--- config.mk ---
export PLATFORM = sky130hd
export DESIGN_NAME = control_sequencer
export DESIGN_NICKNAME = d
export VERILOG_FILES = /design/src/rtl/control_sequencer.sv
export SDC_FILE = /design/constraint.sdc
export NUM_CORES = 1
export LEC_CHECK = 0
export BUFFER_PORTS_ARGS = -buffer_cell sky130_fd_sc_hd__buf_2
export CAP_MARGIN = 20
export CELL_PAD_IN_SITES_DETAIL_PLACEMENT = 1
export CELL_PAD_IN_SITES_GLOBAL_PLACEMENT = 1
export CORE_UTILIZATION = 35
export CTS_CLUSTER_SIZE = 30
export DETAILED_ROUTE_END_ITERATION = 8
export GPL_TIMING_DRIVEN = 0
export PLACE_DENSITY_LB_ADDON = 0.1
export REMOVE_ABC_BUFFERS = 1
export SYNTH_ARGS = -nofsm -noshare
export SYNTH_HDL_FRONTEND = slang
export SYNTH_SLANG_ARGS = --single-unit
--- constraint.sdc ---
create_clock -name clk -period 4.4 [get_ports clk]
set_input_delay 0.88 -clock clk [delete_from_list [all_inputs] [get_ports clk]]
set_output_delay 0.88 -clock clk [all_outputs]
set_load 0.02 [all_outputs]
--- src/rtl/control_sequencer.sv ---
// Instruction-level control unit for one matrix-multiply core: fetches 16-bit
// instructions over a req/ack port, decodes them and drives datapath strobes.
module control_sequencer #(
  parameter int ADDR_W  = 8,
  parameter int INSTR_W = 16
) (
  input  logic               clk,
  input  logic               rst,
  input  logic               start,
  input  logic [INSTR_W-1:0] instr_in,
  input  logic               mem_ack,
  input  logic               logic_in,
  output logic               mem_req,
  output logic [ADDR_W-1:0]  mem_addr,
  output logic               mem_we,
  output logic [1:0]         branch_sel,
  output logic [2:0]         alu_op,
  output logic               alu_en,
  output logic               reg_we,
  output logic [ADDR_W-1:0]  pc,
  output logic               busy,
  output logic               halted
);

  typedef enum logic [2:0] {
    S_IDLE   = 3'd0,
    S_FETCH  = 3'd1,
    S_DECODE = 3'd2,
    S_EXEC   = 3'd3,
    S_MEM    = 3'd4,
    S_HALTED = 3'd5
  } state_t;

  localparam logic [3:0] OP_NOP   = 4'h0;
  localparam logic [3:0] OP_LOAD  = 4'h1;
  localparam logic [3:0] OP_STORE = 4'h2;
  localparam logic [3:0] OP_ADD   = 4'h3;
  localparam logic [3:0] OP_SUB   = 4'h4;
  localparam logic [3:0] OP_MUL   = 4'h5;
  localparam logic [3:0] OP_JMP   = 4'h6;
  localparam logic [3:0] OP_JZ    = 4'h7;
  localparam logic [3:0] OP_JNZ   = 4'h8;
  localparam logic [3:0] OP_HALT  = 4'hF;

  localparam logic [ADDR_W-1:0] PC_ONE = ADDR_W'(1);

  // state is the debug view of the FSM for checkers.
  state_t state;
  state_t state_next;

  logic [INSTR_W-1:0] ir;
  logic [3:0]         opcode;
  logic [ADDR_W-1:0]  operand;
  logic               is_branch;
  logic               ir_unused;

  assign opcode    = ir[INSTR_W-1 -: 4];
  assign operand   = ir[ADDR_W-1:0];
  assign is_branch = (opcode == OP_JMP) || (opcode == OP_JZ) || (opcode == OP_JNZ);
  assign ir_unused = ^ir;

  assign busy   = (state != S_IDLE) && (state != S_HALTED);
  assign halted = (state == S_HALTED);

  always_ff @(posedge clk) begin
    if (rst) begin
      state <= S_IDLE;
    end else begin
      state <= state_next;
    end
  end

  // Memory handshake: mem_req rises with the address and stays high, address
  // and mem_we unchanged, until the cycle in which mem_ack is sampled high;
  // that cycle completes the transfer and mem_req drops on the next cycle.
  always_comb begin
    state_next = state;
    mem_req    = 1'b0;
    mem_we     = 1'b0;
    mem_addr   = pc;
    alu_en     = 1'b0;
    reg_we     = 1'b0;
    case (state)
      S_IDLE: begin
        if (start) state_next = S_FETCH;
      end
      S_FETCH: begin
        mem_req = 1'b1;
        if (mem_ack) state_next = S_DECODE;
      end
      S_DECODE: begin
        state_next = S_EXEC;
      end
      S_EXEC: begin
        case (opcode)
          OP_ADD, OP_SUB, OP_MUL: begin
            alu_en     = 1'b1;
            reg_we     = 1'b1;
            state_next = S_FETCH;
          end
          OP_LOAD, OP_STORE: state_next = S_MEM;
          OP_HALT:           state_next = S_HALTED;
          default:           state_next = S_FETCH;
        endcase
      end
      S_MEM: begin
        mem_req  = 1'b1;
        mem_addr = operand;
        mem_we   = (opcode == OP_STORE);
        if (mem_ack) begin
          reg_we     = (opcode == OP_LOAD);
          state_next = S_FETCH;
        end
      end
      S_HALTED: begin
        state_next = S_HALTED;
      end
      default: begin
        state_next = S_IDLE;
      end
    endcase
  end

  always_ff @(posedge clk) begin
    if (rst) begin
      pc         <= '0;
      ir         <= '0;
      branch_sel <= 2'd0;
      alu_op     <= 3'd0;
    end else begin
      case (state)
        S_FETCH: begin
          if (mem_ack) begin
            ir <= instr_in;
            pc <= pc + PC_ONE;
          end
        end
        S_DECODE: begin
          case (opcode)
            OP_JMP: branch_sel <= 2'd0;
            OP_JZ:  branch_sel <= 2'd1;
            OP_JNZ: branch_sel <= 2'd2;
            OP_ADD: alu_op     <= 3'd0;
            OP_SUB: alu_op     <= 3'd1;
            OP_MUL: alu_op     <= 3'd2;
            default: ;
          endcase
        end
        S_EXEC: begin
          // branch_sel has been stable since DECODE, so logic_in is settled.
          if (is_branch && logic_in) pc <= operand;
        end
        default: ;
      endcase
    end
  end

endmodule
==> impl_metrics.json <==
{
  "drc_errors": 0,
  "numClockSinks": 27,
  "root_buffer": "clkbuf_8",
  "critical_path_class": "reg2out",
  "cp-start-kind": "flip-flop",
  "arrival_ns": 2.20,
  "ctsHoldBuffers": 0,
  "synth-main-ff-cell": "dfxtp_1",
  "dieArea_um2": 4950,
  "antenna_found_initial": 0,
  "maxSlewHeadroom_pct": 39.1,
  "vias": 1602,
  "synth_edf_count": 0,
  "ys_ff_latch": 27,
  "hold_depth": 2,
  "cts_setup_buffers": 0,
  "drv_slew": 0,
  "critical_path_required_ns": 3.52,
  "core_area_um2": 4410,
  "reg2reg_to": "pc[5]$_SDFFE_PP0P_",
  "synth_cell_types": 51,
  "cts-resized-gates": 0,
  "p_per_area_nw_per_um2": 270,
  "wl_um": 4630,
  "cap_violations": 0,
  "syn_inst": 202,
  "num_antenna_cells": 0,
  "dpl.hpwl_um": 3190,
  "portBuffers": 42,
  "r2r_cells": 4,
  "grt_pass1_vias": 1737,
  "die_y_um": 70.4,
  "mostFrequentLayoutCells": "buf_2, nand2_1, dfxtp_1",
  "cts_tree": "done",
  "cts-htree-levels": 1,
  "grt_max_degree": 33,
  "endpoint_kind": "output port",
  "fin_tns_setup_ns": 0,
  "synth-seq-area-share_pct": 33.1,
  "drt_iter0_drc": 60,
  "setup_viol": 0,
  "hold_viol": 0,
  "dp_slack_ns": 1.62,
  "netlist_area_um2": 1640,
  "final_common_cell": "buf_2",
  "num_rows": 24,
  "firstDrtPassIters": 4,
  "ys_warn_count": 0,
  "timing.rr.start": "state[0]$_SDFFE_PP0P_",
  "hold_start": "ir[1]$_SDFFE_PP0P_",
  "clk_pin_slew_ns": 0.11,
  "run_status": "complete, no violations",
  "grt_pass1_wl_um": 8040,
  "grt_use_total_pct": 20.1,
  "critPathMaxFanout": 12,
  "clk_latency_ns": 0.28,
  "start_util_pct": 37.0,
  "syn_to_final_growth_pct": 13.8,
  "drive_above_1_share_pct": 25.0,
  "viasPerCell": 5.64,
  "timing.fmax_mhz": 324,
  "io_pins": 48,
  "ant_nets": 0,
  "nets": 255,
  "syn_avg_cell_area_um2": 8.10,
  "async_reset_ff_share_pct": 0,
  "whs_endpoint": "ir[1]$_SDFFE_PP0P_",
  "finalCriticalPeriod_ns": 3.08,
  "wl_per_cell_um": 16.3,
  "rsz0062_at_grt": "no",
  "tightest_slew_ns": 0.906,
  "skew_ns": 0.00770,
  "fp.dieW_um": 70.4,
  "cts.path.max_buffers": 2,
  "finalCritPeriodShare_pct": 70.1,
  "p_leak_uw": 0.000760,
  "cts_buffers": 3,
  "hold_path.class": "reg2reg",
  "grt-ovfl-total": 0,
  "gp_congestion": 0.773,
  "r2r_slack_ns": 2.06,
  "setup_slack_ns": 1.32,
  "n_fill_cell": 555,
  "peakVddDrop_mv": 0.107
}
sequential cells by signal (all words and copies together) (netlist names):
register and count:
state 3, branch_sel 2, pc 8, ir 12, alu_op 2
metal layers:
layer,GRT usage (%),wire (µm),vias to the layer above
li1,-,-,784
met1,24.0,2090,769
met2,35.6,2310,43
met3,2.89,169,6
met4,8.22,64,0
met5,0,0,-
cells in the mapped netlist, drive strengths merged (3+ instances only):
cell / number / area share [%]
clkbuf: 5 / 1.4
o21ai: 7 / 2.1
and3: 3 / 1.1
nor3: 7 / 2.1
nor4: 3 / 2.1
nand2b: 6 / 2.3
nand2: 34 / 8.0
buf: 11 / 4.6
a31oi: 4 / 1.5
a21oi: 25 / 7.7
and2: 3 / 1.1
nor2: 7 / 1.6
o32ai: 5 / 2.7
nor2b: 3 / 1.1
mux2i: 3 / 1.8
dfxtp: 27 / 33
nor4b: 4 / 4.0
inv: 7 / 1.6
mux2: 6 / 4.1
nand3: 3 / 0.92
critical path: stages (launching register included):
cell and delay [ns]:
dfxtp_1 0.64, nor2b_1 0.24, and2_1 0.48, mux2_2 0.40
buf_2 0.16
how the worst max path moves through the flow:
stage                                from           to  cells after the start
floorplan             ir[12]$_SDFFE_PP0P_       reg_we                      4
global placement    state[2]$_SDFFE_PP0P_  mem_addr[1]                      4
detailed placement  state[2]$_SDFFE_PP0P_  mem_addr[1]                      4
CTS                 state[2]$_SDFFE_PP0P_  mem_addr[1]                      4
global route        state[2]$_SDFFE_PP0P_  mem_addr[7]                      4
finish              state[2]$_SDFFE_PP0P_  mem_addr[1]                      4
cells by family (layout without fill, tap and decap cells):
logic type | after synthesis | after routing | share of synthesized area (%)
flops | 27 | 27 | 33.1
mux | 9 | 9 | 5.97
buf+inv | 23 | 53 | 7.57
simple gates | 82 | 82 | 28.5
xor+xnor | 3 | 3 | 1.61
compound gates | 56 | 56 | 22.3
fa+ha+maj | 1 | 1 | 0.765
other cells | 1 | 1 | 0.229
stage by stage:
| stage | std cells | util [%] | hold slack, ns | instance area, µm² | power, µW |
|---|---|---|---|---|---|
| floorplan | 186 | - | 0.440 | 1540 | 322 |
| global placement | 280 | 41.1 | 0.457 | 1810 | 351 |
| detailed placement | 280 | 41.1 | 0.469 | 1810 | 355 |
| CTS | 284 | 42.2 | 0.484 | 1860 | 508 |
| global route | 284 | 42.2 | 0.514 | 1860 | 529 |
| finish | 284 | 42.2 | 0.483 | 1860 | 502 |
power by group:
part	total [µW]	internal (µW)	leakage, µW	switching (µW)
Combinational	77.0	31.0	0.000519	46.0
Sequential	272	254	0.000219	18.2
Clock	153	64.5	0.0000217	88.5
Total	502	349	0.000760	153
final cells by class:
class | instances | area, µm² | share of cell area, %
clock buffers | 3 | 41.3 | 2.22
repair buffers | 42 | 210 | 11.3
flip-flops and latches | 27 | 541 | 29.0
well taps | 52 | 65.1 | 3.49
multi-input cells | 152 | 971 | 52.2
inverters | 7 | 26.3 | 1.41
clock inverters | 1 | 7.51 | 0.403
(Power assumes the default switching activity.)
